[src/rtl/instr_decode_frontend.sv]
// Decode front end: drops bubble words, pairs opcode words with their immediate,
// splits the instruction into fields and queues it in a small FIFO for the issue stage.
//
//   state | meaning
//   S_OP  | waiting for an opcode word (bubbles dropped here)
//   S_IMM | opcode held, next accepted word is its immediate
module instr_decode_frontend #(
  parameter logic [15:0] NOP_WORD = 16'hA000,
  parameter int          DEPTH    = 2
) (
  input  logic        clk,
  input  logic        reset,
  input  logic        flush,
  input  logic        in_valid,
  input  logic [15:0] in_instr,
  output logic        in_ready,
  output logic        out_valid,
  input  logic        out_ready,
  output logic [4:0]  out_opcode,
  output logic [2:0]  out_rdst,
  output logic [2:0]  out_rsrc1,
  output logic [2:0]  out_rsrc2,
  output logic        out_has_imm,
  output logic [15:0] out_imm,
  output logic [15:0] nop_count
);

  localparam int PW = $clog2(DEPTH);
  localparam int CW = PW + 1;
  localparam logic [CW-1:0] DEPTH_C = CW'(DEPTH);

  typedef enum logic {S_OP, S_IMM} state_t;

  state_t        state, state_nxt;

  // Opcode word minus bit 1, which carries no field: {word[15:2], word[0]}
  logic [14:0]   hold_fields;
  logic [14:0]   mem_fields [DEPTH];
  logic [15:0]   mem_imm    [DEPTH];
  logic [PW-1:0] wr_ptr, rd_ptr;
  logic [CW-1:0] count;

  logic          accept, pop;
  logic          push, hold_load, nop_inc;
  logic [14:0]   push_fields;
  logic [15:0]   push_imm;
  logic [14:0]   head_fields;

  assign in_ready  = !flush && (count < DEPTH_C);
  assign out_valid = (count != '0);
  assign accept    = in_valid && in_ready;
  assign pop       = out_valid && out_ready;

  // Next-state and datapath control for word acceptance
  always_comb begin
    state_nxt   = state;
    push        = 1'b0;
    push_fields = {in_instr[15:2], in_instr[0]};
    push_imm    = 16'h0000;
    hold_load   = 1'b0;
    nop_inc     = 1'b0;
    case (state)
      S_OP: begin
        if (accept) begin
          if (in_instr == NOP_WORD) begin
            nop_inc = 1'b1;
          end else if (!in_instr[0]) begin
            push = 1'b1;
          end else begin
            hold_load = 1'b1;
            state_nxt = S_IMM;
          end
        end
      end
      S_IMM: begin
        if (accept) begin
          push        = 1'b1;
          push_fields = hold_fields;
          push_imm    = in_instr;
          state_nxt   = S_OP;
        end
      end
      default: state_nxt = S_OP;
    endcase
  end

  // State register; flush abandons any half-assembled instruction
  always_ff @(posedge clk or posedge reset) begin
    if (reset) begin
      state <= S_OP;
    end else if (flush) begin
      state <= S_OP;
    end else begin
      state <= state_nxt;
    end
  end

  // Hold register for an opcode word awaiting its immediate
  always_ff @(posedge clk or posedge reset) begin
    if (reset) begin
      hold_fields <= '0;
    end else if (flush) begin
      hold_fields <= '0;
    end else if (hold_load) begin
      hold_fields <= {in_instr[15:2], in_instr[0]};
    end
  end

  // FIFO storage; contents are don't-care while not counted, outputs are gated below
  always_ff @(posedge clk) begin
    if (push) begin
      mem_fields[wr_ptr] <= push_fields;
      mem_imm[wr_ptr]    <= push_imm;
    end
  end

  // FIFO pointers and occupancy
  always_ff @(posedge clk or posedge reset) begin
    if (reset) begin
      wr_ptr <= '0;
      rd_ptr <= '0;
      count  <= '0;
    end else if (flush) begin
      wr_ptr <= '0;
      rd_ptr <= '0;
      count  <= '0;
    end else begin
      if (push) wr_ptr <= wr_ptr + 1'b1;
      if (pop)  rd_ptr <= rd_ptr + 1'b1;
      case ({push, pop})
        2'b10:   count <= count + 1'b1;
        2'b01:   count <= count - 1'b1;
        default: count <= count;
      endcase
    end
  end

  // Saturating count of dropped bubbles; survives flush
  always_ff @(posedge clk or posedge reset) begin
    if (reset) begin
      nop_count <= 16'h0000;
    end else if (nop_inc && (nop_count != 16'hFFFF)) begin
      nop_count <= nop_count + 16'h0001;
    end
  end

  // Head fields forced to zero whenever the FIFO is empty
  always_comb begin
    head_fields = out_valid ? mem_fields[rd_ptr] : 15'h0000;
    out_opcode  = head_fields[14:10];
    out_rdst    = head_fields[9:7];
    out_rsrc1   = head_fields[6:4];
    out_rsrc2   = head_fields[3:1];
    out_has_imm = head_fields[0];
    out_imm     = (out_valid && head_fields[0]) ? mem_imm[rd_ptr] : 16'h0000;
  end

endmodule

[config.mk]
export PLATFORM = sky130hd
export DESIGN_NAME = instr_decode_frontend
export DESIGN_NICKNAME = d
export VERILOG_FILES = /design/src/rtl/instr_decode_frontend.sv
export SDC_FILE = /design/constraint.sdc
export NUM_CORES = 1
export LEC_CHECK = 0
export CAP_MARGIN = 40
export CORE_MARGIN = 2
export CORE_UTILIZATION = 53
export DETAILED_ROUTE_END_ITERATION = 10
export GPL_TIMING_DRIVEN = 0
export PLACE_DENSITY_LB_ADDON = 0.3
export SETUP_SLACK_MARGIN = 0.2
export SLEW_MARGIN = 20
export SYNTH_ARGS = -nofsm -noshare
export SYNTH_HDL_FRONTEND = slang
export SYNTH_SLANG_ARGS = --single-unit
[constraint.sdc]
create_clock -name clk -period 3.92 [get_ports clk]
set_input_delay 0.784 -clock clk [delete_from_list [all_inputs] [get_ports clk]]
set_output_delay 0.784 -clock clk [all_outputs]
set_load 0.01 [all_outputs]
# Word level (Yosys, flattened, before mapping)
# Memory sizes are Yosys's and may differ from the RTL's.
# Index checks and enable logic that the tools add are counted.
[op_classes]
addsub = 5
mul = 0
div = 0
magnitude_cmp = 1
n_eq_ne = 4
n_shift = 0
mux = 31
bitwise_logic = 1
n_reduce_logical = 11
[op_table]
columns = ["op", "n"]
rows = [
  ["$mux W15", 5],
  ["$mux W16", 3],
  ["$mux W1", 19],
  ["$add A16 B1 Y16 const B", 1],
  ["$eq A16 B16 Y1 const B", 1],
  ["$ne A16 B16 Y1 const B", 1],
  ["$reduce_bool A2 Y1", 4],
  ["$logic_and A1 B1 Y1", 5],
  ["$pmux W1 S2", 2],
  ["$pmux W2 S2", 1],
  ["$reduce_bool A3 Y1", 1],
  ["$add A1 B1 Y1 const B", 2],
  ["$add A2 B1 Y2 const B", 1],
  ["$eq A2 B1 Y1 const B", 1],
  ["$eq A2 B2 Y1 const B", 1],
  ["$lt A2 B2 Y1 const B", 1],
  ["$mux W2", 1],
  ["$sub A2 B1 Y2 const B", 1],
  ["$logic_not A1 Y1", 1],
  ["$not A1 Y1", 1],
]
[totals]
ff_bits = 36
latchBits = 0
ramBits = 62
romBits = 0
inputBits = 21
output_inout_bits = 49
mem_count = 2
[mem_list]
columns = ["memory", "words", "word_bits", "read_ports", "rd_clocked_by_memory_dff", "wr", "line", "source"]
rows = [
  ["mem_imm", 2, 16, 1, 0, 1, "39", "logic [15:0] mem_imm [DEPTH];"],
  ["mem_fields", 2, 15, 1, 0, 1, "38", "logic [14:0] mem_fields [DEPTH];"],
]

# Depth between registers and ports, before layout
# Gate-level depths: netlist of the first run.
[logic_depth]
ltp_word = 8
ltp_mapped = 8
depth_no_buf = 6

# Worst setup path after synthesis of the first run
# OpenSTA, ideal clock, no wires.
[synth_timing]
path_kind = "in2reg"
start = "in flush"
end = "mem mem_fields[0][0], enable pin"
t_arrival_ns = 2.738
t_required_ns = 3.501
path_slack_ns = 0.763
stages = 4
path_buffers = 1
path_cell_list = "nor3b_2 > clkbuf_1 > o21ai_1 > nor2_1"
[synth_via]
elab_chain_cells = 7
word_cells_on_any_way = 8
classes_between = "mux: 5; reduce/logical: 3"
[synth_lines]
columns = ["item", "line", "source"]
rows = [
  ["start: declaration", "13", "input logic flush,"],
  ["$logic_not A1 Y1 (*)", "49", "assign in_ready = !flush && (count < DEPTH_C);"],
  ["$logic_and A1 B1 Y1 (*)", "49", ""],
  ["$logic_and A1 B1 Y1 (*)", "51", "assign accept = in_valid && in_ready;"],
  ["$mux W1 (on tied branches)", "76, 64", ""],
  ["$pmux W1 S2 (*)", "62", "case (state)"],
  ["$mux W1 (*)", "111", "if (push) begin"],
  ["$mux W1 (not written as such) (*)", "112", "mem_fields[wr_ptr] <= push_fields;"],
  ["end: declaration", "38", ""],
]
# Every way passes the cells marked *; elsewhere a longest branch is shown, timed or not.

# Worst setup path in the final report of the first run
[layout_timing]
start = "reg count[1]"
end = "out out_imm[12]"
[layout_via]
elab_chain_cells = 4
[layout_lines]
columns = ["item", "line", "source"]
rows = [
  ["start: declaration", "41", "logic [CW-1:0] count;"],
  ["start signal: assignment", "131", "2'b10: count <= count + 1'b1;"],
  ["start signal: assignment", "132", "2'b01: count <= count - 1'b1;"],
  ["start signal: assignment", "133", "default: count <= count;"],
  ["$reduce_bool A2 Y1 (*)", "50", "assign out_valid = (count != '0);"],
  ["$mux W15", "149", "head_fields = out_valid ? mem_fields[rd_ptr] : 15'h0000;"],
  ["$logic_and A1 B1 Y1 (*)", "155", "out_imm = (out_valid && head_fields[0]) ? mem_imm[rd_ptr] : 16'h0000;"],
  ["$mux W16 (*)", "155", ""],
  ["end: declaration", "24", "output logic [15:0] out_imm,"],
]
# Marked as above.

==> results.tsv, run 1 <==
stage	metric	value	unit
place	portBuffers	69	
run_status	status	finished clean	
critical_path	crit_type	flop to output port	
synthesis	yosysSeqAreaShare	0.6266	
critical_path	path_delay_family	buffers and inverters	
min_path	min_path_type	flop to flop	
clocking	clkTransAtPathRegs	90	ps
global_routing	overflow	0	
drt	wl	9137	um
synthesis	synth_nets	363	
clocking	clk-insertion-delay-late	350	ps
synthesis	avgSynthCellArea	12.93	um2
sta	report.final.setup_viol	0	
drt	drtPass1Iterations	4	
synthesis	synth_area_leaders	edfxtp_1 42%, dfrtp_1 20%, mux2i_1 6.8%	
clocking	cts_made_buffers	9	
power_and_ir_drop	p_leak	2.088	nW
cells_and_area	area_growth	24.60	%
die	dieArea	0.009065	mm2
critical_path	arrival	2580	ps
sta	finalMaxSlewViolations	0	
clocking	post_cts_resize_count	0	
drt	drt_iter0_markers	160	
sta	finClkSkew	9.445	ps
sta	period_minus_slack	3364	ps
synthesis	ys_ff_latch	98	
drt	ant_nets	0	
synthesis	synth_cell_types	35	
clocking	clockBufferDepth	2	
clocking	clock-sinks	98	
critical_path	worstSetupStartpointType	flop	
die	core.rowCount	33	
global_routing	grtUsageTotal	0.2193	
cells_and_area	most-common-layout-cells	69 x clkdlybuf4s50_1, 62 x edfxtp_1, 43 x nor2_1	
clocking	root_buffer	clkbuf_8	
run	timing.max_cap.violations	0	
global_routing	grt_max_degree	37	
drt	detail_route.wl_per_cell	17.14	um
critical_path	crit_path_max_fanout	10	
sta	grt_setup_unrepaired	false	
global_routing	grt_pass1_wl	14860	um
power_and_ir_drop	power	0.001948	W
synthesis	syn_area	0.004409	mm2
synthesis	synth_top_family_by_area	simple AND/OR/NAND/NOR gates	
sta	timing.fmax	0.2972	GHz
synthesis	yosys.area_share.xor_xnor	0.03348	
cells_and_area	final_common_cell	clkdlybuf4s50_1	
power_and_ir_drop	p_per_area	354.5	mW/mm2
critical_path	cp.buffers_inverters	3	
power_and_ir_drop	irDropWorstVdd	0.0001699	V
global_routing	grt_pass1_vias	3051	
cells_and_area	stdcell_area	0.005494	mm2
critical_path	worst_path_most_repeated_cell	nor2_1	
critical_path	path_cells	nor2_1, inv_1, nand2_1, clkbuf_1, nor2_1, clkdlybuf4s50_1	
synthesis	syn_inst	341	
synthesis	ys_warn_count	0	
drt	drc_errors	0	
die	dieHeight	95.21	um
critical_path	cpPeakStageDelay	490	ps
place	gp_congestion	0.8128	
synthesis	synth_top_cell_area_share	0.4222	
clocking	post_cts_buffers	0	
clocking	cts-hold-fix-buffers	0	
clocking	h-tree-depth	3	
die	coreArea	0.008134	mm2
cells_and_area	fin_nets	445	
sta	min_period_over_period	0.8582	
synthesis	synth_compound_area_frac	0.01050	
critical_path	cpMaxStageDelayCell	clkdlybuf4s50_1	
synthesis	synth-simple-area-share	0.1856	
sta	finalHoldViolCount	0	
sta	relSlewSlack	0.4386	
die	io_pins	70	
synthesis	synth_fa_ha_area_frac	0.002838	
global_routing	grt_antenna_before_repair	0	
place	dpl-instance-area	0.005294	mm2
drt	via_per_inst	5.458	
cells_and_area	diodes	0	
sta	tns	0	ps
critical_path	end_kind	output port	
cells_and_area	final_util	0.6754	
clocking	cts_tree	yes	
sta	tightest_slew	842.1	ps
cells_and_area	final_layout_size_suffix_gt1_frac	0.1355	
die	dieWidth	95.21	um
drt	vias	2909	
place	hpwlAfterDp	6534	um
synthesis	synthMuxAreaShare	0.1166	
die	start_util	0.5421	
critical_path	required	3140	ps
synthesis	yosys.area.top_type	edfxtp_1	
==> report_power, final <==
group | total [W] | leakage, nW | switching [W] | internal [W]
registers | 0.00113 | 1.06 | 0.0000100 | 0.00112
clock network | 0.000647 | 0.102 | 0.000346 | 0.000302
logic | 0.000166 | 0.924 | 0.0000924 | 0.0000733
==> registers in the layout, summed over array words and instances (netlist names) <==
signal       flops
nop_count       16
state            1
mem_fields      30
rd_ptr           1
wr_ptr           1
count            2
mem_imm         32
hold_fields     15
==> synth_stat cells, drive strengths merged <==
library cell  instances
nand2                36
nand3b               14
nor3b                 2
dfrtp                36
nand3                 8
mux2i                30
a21oi                 2
nor2                 45
nand2b                2
edfxtp               62
a211oi                1
nor4                  3
xor2                  2
nor4b                 2
buf                   5
a41oi                 1
xnor2                14
nand4                10
ha                    1
mux2                 19
o21ai                 3
and3                 21
or2                   2
and2                  1
clkbuf               13
inv                   6
==> metrics by stage <==
stage               hold WS, ps  setup slack (ps)  instances
finish                    513.5             555.7        533
global route              556.2             399.5        533
CTS                       515.4             482.8        533
detailed placement        494.2             810.9        517
global placement          479.3            -663.3        515
floorplan                 460.6             762.6        341
==> worst reg2reg max path: cells and delay by family (launching register included) <==
| kind | cells | cell delay, ps |
|---|---|---|
| buffers and inverters | 2 | 540 |
| AO/OA/AOI/OAI | 1 | 330 |
| AND/OR/NAND/NOR | 2 | 620 |
| flip-flops | 1 | 440 |
==> final cells by class <==
cell class | instances | area, um2
plain buffers | 18 | 85.08
clock buffers | 9 | 123.9
clock inverters | 7 | 76.32
fillers | 576 | 2640
inverters | 6 | 22.52
multi-input cells | 219 | 1554
flip-flops and latches | 98 | 2763
well taps | 105 | 131.4
repair buffers | 71 | 738.2
==> kinds of logic (layout without fill, tap and decap cells) <==
logic type / Yosys count / after routing
mux: 49 / 49
fa+ha+maj: 1 / 1
flops: 98 / 98
xor+xnor: 16 / 16
buf+inv: 24 / 111
simple gates: 146 / 146
compound gates: 7 / 7
==> layer usage <==
layer,up-vias,global-route usage,wire [um]
li1,1378,-,-
met1,1438,0.2716,3731
met2,86,0.3762,4869
met3,7,0.03874,464
met4,0,0.09903,72
met5,-,0,0
==> path summary, 6_finish.rpt <==
check                          startpoint              end  slack, ps  cells after the start
max                              count[1]      out_imm[12]        560                      6
min                        hold_fields[0]   hold_fields[0]        510                      2
max reg2reg                      count[1]    mem_imm[1][9]       1700                      5
min reg2reg                hold_fields[0]   hold_fields[0]        510                      2
max in group asynchronous           reset  hold_fields[12]       2550                      2
min in group asynchronous           reset     nop_count[0]        870                      2
Note: power is estimated with default switching activity, not from simulation.
==> inputs of run 2 (changes only) <==
Settings changed: REMOVE_ABC_BUFFERS set to 1.
==> run 2 against run 1 <==
Against the previous run: clock power decreased by 6.3%; cell count is 2.6% lower; global-route usage shrank 0.13 points; clock skew is 0.91 ps lower; hold slack got worse by 4.8 ps; wire length shrank 1.7%; non-clock buffer count down 14; worst setup slack worse by 84 ps; clock-buffer cell count unchanged; critical path type unchanged.
==> results.tsv, run 2 (synthesis results as in run 1) <==
stage	metric	value	unit	change
run_status	status	finished clean		unchanged
die	dieHeight	95.21	um	unchanged
sta	grt_setup_unrepaired	false		unchanged
critical_path	arrival	2660	ps	was 2580 ps
power_and_ir_drop	p_leak	2.072	nW	was 2.088 nW
cells_and_area	final_layout_size_suffix_gt1_frac	0.1473		was 0.1355
place	hpwlAfterDp	5840	um	was 6534 um
cells_and_area	top_register	mem_imm		unchanged
drt	wl_met1	3830	um	was 3731 um
global_routing	grt_max_degree	37		unchanged
critical_path	required	3140	ps	about the same
run	timing.max_cap.violations	0		unchanged
clocking	clockBufferDepth	2		unchanged
die	start_util	0.5421		unchanged
min_path	worstHoldStart	hold_fields[0]		unchanged
sta	timing.fmax	0.2900	GHz	was 0.2972 GHz
critical_path	worstSetupStartpointType	flop		unchanged
sta	relSlewSlack	0.4737		was 0.4386
drt	drtPass1Iterations	4		unchanged
power_and_ir_drop	seqPwrFrac	0.598		was 0.583
drt	top_layer	met4		unchanged
die	coreArea	0.008134	mm2	unchanged
die	core.rowCount	33		unchanged
cells_and_area	area_growth	23.81	%	was 24.60%
clocking	clkTransAtPathRegs	90	ps	about the same
place	gp_congestion	0.7842		was 0.8128
sta	layout_setup_ws	472.1	ps	was 555.7 ps
global_routing	grt_antenna_before_repair	0		unchanged
drt	ant_nets	0		unchanged
cells_and_area	multi_input_comb_area	0.001565	mm2	was 0.001554 mm2
power_and_ir_drop	switchingPower	0.0004667	W	was 0.0004480 W
cells_and_area	largest_reg_flops	32		unchanged
die	dieArea	0.009065	mm2	unchanged
sta	finalMaxSlewViolations	0		unchanged
drt	drc_errors	0		unchanged
cells_and_area	fin_nets	431		was 445
critical_path	crit_path_max_fanout	17		was 10
global_routing	overflow	0		unchanged
cells_and_area	final_common_cell	clkdlybuf4s50_1		unchanged
drt	detail_route.wl_per_cell	17.30	um	was 17.14 um
sta	hold_slack	508.7	ps	was 513.5 ps
clocking	clock-sinks	98		unchanged
drt	wl	8981	um	was 9137 um
critical_path	end_kind	output port		unchanged
cells_and_area	ff_latch_area	0.002764	mm2	was 0.002763 mm2
cells_and_area	reg_top3	mem_imm: 32 flops, mem_fields: 30 flops, nop_count: 16 flops		unchanged
sta	min_period_over_period	0.8796		was 0.8582
sta	tightest_slew	789.5	ps	was 842.1 ps
clocking	h-tree-depth	3		unchanged
critical_path	r2r-start	count[1]		unchanged
cells_and_area	final_util	0.6711		was 0.6754
sta	report.final.setup_viol	0		unchanged
power_and_ir_drop	irDropWorstVdd	0.0002085	V	was 0.0001699 V
place	portBuffers	69		unchanged
cells_and_area	nFillCells	597		was 576
power_and_ir_drop	comb_power_share	0.084		was 0.085
global_routing	grtUsageTotal	0.2180		was 0.2193
sta	finalHoldViolCount	0		unchanged
clocking	clk-insertion-delay-late	360	ps	was 350 ps
critical_path	crit_path_start	count[1]		unchanged
drt	via_per_inst	5.597		was 5.458
clocking	cts-hold-fix-buffers	0		unchanged
cells_and_area	most-common-layout-cells	69 x clkdlybuf4s50_1, 62 x edfxtp_1, 42 x nor2_1		was 69 x clkdlybuf4s50_1, 62 x edfxtp_1, 43 x nor2_1
min_path	min_path_type	flop to flop		unchanged
sta	tns	0	ps	unchanged
critical_path	crit_type	flop to output port		unchanged
clocking	cts_tree	yes		unchanged
power_and_ir_drop	clockPowerShare	0.318		was 0.332
global_routing	grt_pass1_vias	2990		was 3051
clocking	cts_made_buffers	9		unchanged
sta	finClkSkew	8.534	ps	was 9.445 ps
power_and_ir_drop	p_sw_frac	0.2447		was 0.2300
global_routing	grt_pass1_wl	14760	um	was 14860 um
drt	wl_met2	4579	um	was 4869 um
cells_and_area	diodes	0		unchanged
place	dp_slack	-141.5	ps	was 810.9 ps
drt	drt_iter0_markers	126		was 160
sta	period_minus_slack	3448	ps	was 3364 ps
drt	dr_wl_met3	445	um	was 464 um
clocking	root_buffer	clkbuf_8		unchanged
power_and_ir_drop	p_per_area	349.4	mW/mm2	was 354.5 mW/mm2
critical_path	r2r_slack	1500	ps	was 1700 ps
die	io_pins	70		unchanged
drt	vias	2905		was 2909
die	dieWidth	95.21	um	unchanged
power_and_ir_drop	power_report.internal_total	0.001440	W	was 0.001500 W
-- run 2: critical path: stages (launching register included) --
cell and delay (ps):
dfrtp_1 460, nor2_2 630, inv_1 230, nand2_2 380, nor2_1 100, clkdlybuf4s50_1 490
-- run 2: area by class of cell --
type                            instances  share of cell area
Inverter                                6            0.004126
Multi-Input combinational cell        219              0.2867
Timing Repair Buffer                   75              0.1451
Clock buffer                            9             0.02269
Tap cell                              105             0.02407
Sequential cell                        98              0.5063
Clock inverter                          7             0.01100
-- run 2: path summary, 6_finish.rpt --
check,end,depth (start not counted)
worst min-delay path,hold_fields[0],2
worst max register to register,nop_count[1],6
worst min register to register,hold_fields[0],2
min in group asynchronous,hold_fields[3],2
worst max-delay path,out_imm[4],5
max in group asynchronous,rd_ptr,2
-- run 2: power by group through the flow --
stage | Clock [W] | Sequential, W | Combinational, W
after global placement | 0 | 0.00117 | 0.000143
after detailed placement | 0 | 0.00116 | 0.000159
final | 0.000606 | 0.00114 | 0.000160
after CTS | 0.000619 | 0.00114 | 0.000160
after floorplan | 0 | 0.00116 | 0.0000756
after global routing | 0.000654 | 0.00114 | 0.000174
-- run 2: what timing repair did --
item                                    4_1_cts  5_1_grt
buffers inserted                              0        0
resized for setup                             1        0
endpoints found under the setup margin       16        0
-- run 2: routing by layer --
metal	track usage	vias up
li1	-	1352
met1	0.2783	1453
met2	0.3756	89
met3	0.03953	11
met4	0.07488	0
met5	0	-
-- run 2: per-stage QoR --
stage          power (W)  cell area (um2)  instances
6_report        0.001907             5459        519
3_3_place_gp    0.001309             5146        497
4_1_cts         0.001920             5448        518
3_5_place_dp    0.001323             5261        502
5_1_grt         0.001973             5459        519
2_1_floorplan   0.001236             4324        323
==> inputs of run 3 (changes only) <==
==> constraint.sdc (replaced) <==
create_clock -name clk -period 3.92 [get_ports clk]
set_input_delay 0.588 -clock clk [delete_from_list [all_inputs] [get_ports clk]]
set_output_delay 0.588 -clock clk [all_outputs]
set_load 0.01 [all_outputs]
==> run 3 against run 2 <==
Against the previous run: cell count unchanged; non-clock buffer count unchanged; clock skew increased by 1.3 ps; sequential share of layout area about the same; final area about the same; clock power about the same; maximum frequency decreased by 1.7%; worst setup slack got worse by 60 ps; total power about the same; sequential cell count unchanged; global-route usage about the same; combinational power about the same.
==> results.tsv, run 3 (synthesis results as in run 1) <==
stage	metric	value	unit	change
cells_and_area	final_common_cell	clkdlybuf4s50_1		unchanged
die	io_pins	70		unchanged
sta	tns	0	ps	unchanged
sta	tightest_slew	793.3	ps	was 789.5 ps
critical_path	crit_path_max_fanout	17		unchanged
global_routing	grt_max_degree	37		unchanged
clocking	clock-sinks	98		unchanged
cells_and_area	final_util	0.6708		was 0.6711
clocking	cts_tree	yes		unchanged
global_routing	grtUsageTotal	0.2177		was 0.2180
drt	drtPass1Iterations	4		unchanged
sta	grt_setup_unrepaired	false		unchanged
min_path	min_path_type	flop to flop		unchanged
power_and_ir_drop	switchingPower	0.0004657	W	was 0.0004667 W
clocking	post_cts_buffers	0		unchanged
global_routing	grt_pass1_vias	2979		was 2990
cells_and_area	top_register	mem_imm		unchanged
cells_and_area	largest_reg_flops	32		unchanged
critical_path	arrival	2920	ps	was 2660 ps
cells_and_area	most-common-layout-cells	69 x clkdlybuf4s50_1, 62 x edfxtp_1, 42 x nor2_1		unchanged
drt	wl	9002	um	was 8981 um
power_and_ir_drop	p_leak	2.071	nW	was 2.072 nW
place	portBuffers	69		unchanged
global_routing	overflow	0		unchanged
die	core.rowCount	33		unchanged
run_status	status	finished clean		unchanged
cells_and_area	final_layout_size_suffix_gt1_frac	0.1449		was 0.1473
die	dieWidth	95.21	um	unchanged
clocking	root_buffer	clkbuf_8		unchanged
critical_path	r2r-start	count[1]		unchanged
min_path	hold_path_depth	2		unchanged
critical_path	r2r_slack	1510	ps	was 1500 ps
die	dieHeight	95.21	um	unchanged
power_and_ir_drop	seqPwrFrac	0.599		was 0.598
cells_and_area	diodes	0		unchanged
global_routing	grt_antenna_before_repair	0		unchanged
sta	finalHoldViolCount	0		unchanged
drt	via_per_inst	5.636		was 5.597
sta	finClkSkew	9.790	ps	was 8.534 ps
sta	period_minus_slack	3508	ps	was 3448 ps
clocking	h-tree-depth	3		unchanged
place	hpwlAfterDp	5840	um	unchanged
clocking	clk-insertion-delay-late	360	ps	about the same
clocking	clockBufferDepth	2		unchanged
sta	layout_setup_ws	412.4	ps	was 472.1 ps
global_routing	grt_pass1_wl	14730	um	was 14760 um
power_and_ir_drop	comb_power_share	0.084		about the same
place	gp_congestion	0.7842		unchanged
min_path	hold_end	hold_fields[0]		unchanged
power_and_ir_drop	power	0.001906	W	was 0.001907 W
sta	timing.fmax	0.2851	GHz	was 0.2900 GHz
critical_path	r2r_end	nop_count[1]		unchanged
drt	vias	2925		was 2905
critical_path	end_kind	output port		unchanged
sta	min_period_over_period	0.8948		was 0.8796
sta	report.final.setup_viol	0		unchanged
min_path	worstHoldStart	hold_fields[0]		unchanged
power_and_ir_drop	p_sw_frac	0.2443		was 0.2447
power_and_ir_drop	power_report.internal_total	0.001440	W	about the same
drt	drc_errors	0		unchanged
clocking	post_cts_resize_count	0		was 1
cells_and_area	area_growth	23.75	%	was 23.81%
cells_and_area	fin_nets	431		unchanged
sta	relSlewSlack	0.4695		was 0.4737
die	dieArea	0.009065	mm2	unchanged
die	coreArea	0.008134	mm2	unchanged
die	start_util	0.5421		unchanged
run	timing.max_cap.violations	0		unchanged
power_and_ir_drop	clockPowerShare	0.318		about the same
drt	drt_iter0_markers	189		was 126
clocking	clkTransAtPathRegs	90	ps	about the same
drt	ant_nets	0		unchanged
place	dp_slack	54.50	ps	was -141.5 ps
critical_path	required	3330	ps	was 3140 ps
sta	finalMaxSlewViolations	0		unchanged
power_and_ir_drop	irDropWorstVdd	0.0002091	V	was 0.0002085 V
cells_and_area	reg_top3	mem_imm: 32 flops, mem_fields: 30 flops, nop_count: 16 flops		unchanged
critical_path	crit_type	flop to output port		unchanged
clocking	cts-hold-fix-buffers	0		unchanged
power_and_ir_drop	p_per_area	349.3	mW/mm2	was 349.4 mW/mm2
drt	detail_route.wl_per_cell	17.34	um	was 17.30 um
critical_path	r2r_cells	6		unchanged
sta	hold_slack	510.8	ps	was 508.7 ps
clocking	cts_made_buffers	9		unchanged
critical_path	worstSetupStartpointType	flop		unchanged
## run 3: changes by cell type in the layout (fill, tap and decap cells not counted)
cell / delta
nand2_1: +1
nand2_2: -1
## run 3: power groups by stage
stage | Sequential (W) | Clock [W] | Combinational, W
6_report | 0.00114 | 0.000605 | 0.000159
5_1_grt | 0.00114 | 0.000654 | 0.000174
4_1_cts | 0.00114 | 0.000619 | 0.000160
3_5_place_dp | 0.00116 | 0 | 0.000159
3_3_place_gp | 0.00117 | 0 | 0.000143
2_1_floorplan | 0.00116 | 0 | 0.0000756
## run 3: how the worst max path moves through the flow
stage,startpoint,endpoint,slack [ps],depth (start not counted)
2_1_floorplan,in_valid,mem_fields[0][0],710,3
3_3_place_gp,flush,mem_imm[1][11],-1750,4
3_5_place_dp,flush,mem_imm[0][0],50,5
4_1_cts,count[1],out_imm[2],360,5
5_1_grt,count[1],out_imm[14],200,5
6_report,count[1],out_imm[4],410,5
## run 3: final cells by class
cell class / count / area [um2]
Timing Repair Buffer: 75 / 792.0
Tap cell: 105 / 131.4
Fill cell: 597 / 2678
Inverter: 6 / 22.52
Clock buffer: 9 / 123.9
Multi-Input combinational cell: 219 / 1563
Clock inverter: 7 / 60.06
Sequential cell: 98 / 2764
## run 3: layer usage
| metal | vias to the layer above | share of wire | GRT usage |
|---|---|---|---|
| met4 | 0 | 0.011 | 0.07488 |
| li1 | 1357 | - | - |
| met1 | 1466 | 0.42 | 0.2794 |
| met5 | - | 0 | 0 |
| met3 | 8 | 0.055 | 0.03953 |
| met2 | 94 | 0.52 | 0.3732 |
## run 3: through the flow
step                      instance area (um2)  cells
after floorplan                          4324    323
after global placement                   5146    497
after detailed placement                 5261    502
after CTS                                5445    518
after global routing                     5456    519
final                                    5456    519
## run 3: worst max-delay path: stages (launching register included)
cell	delay, ps
dfrtp_1	460
nor2_2	640
inv_1	230
nand2_1	610
nor2_1	110
clkdlybuf4s50_1	500
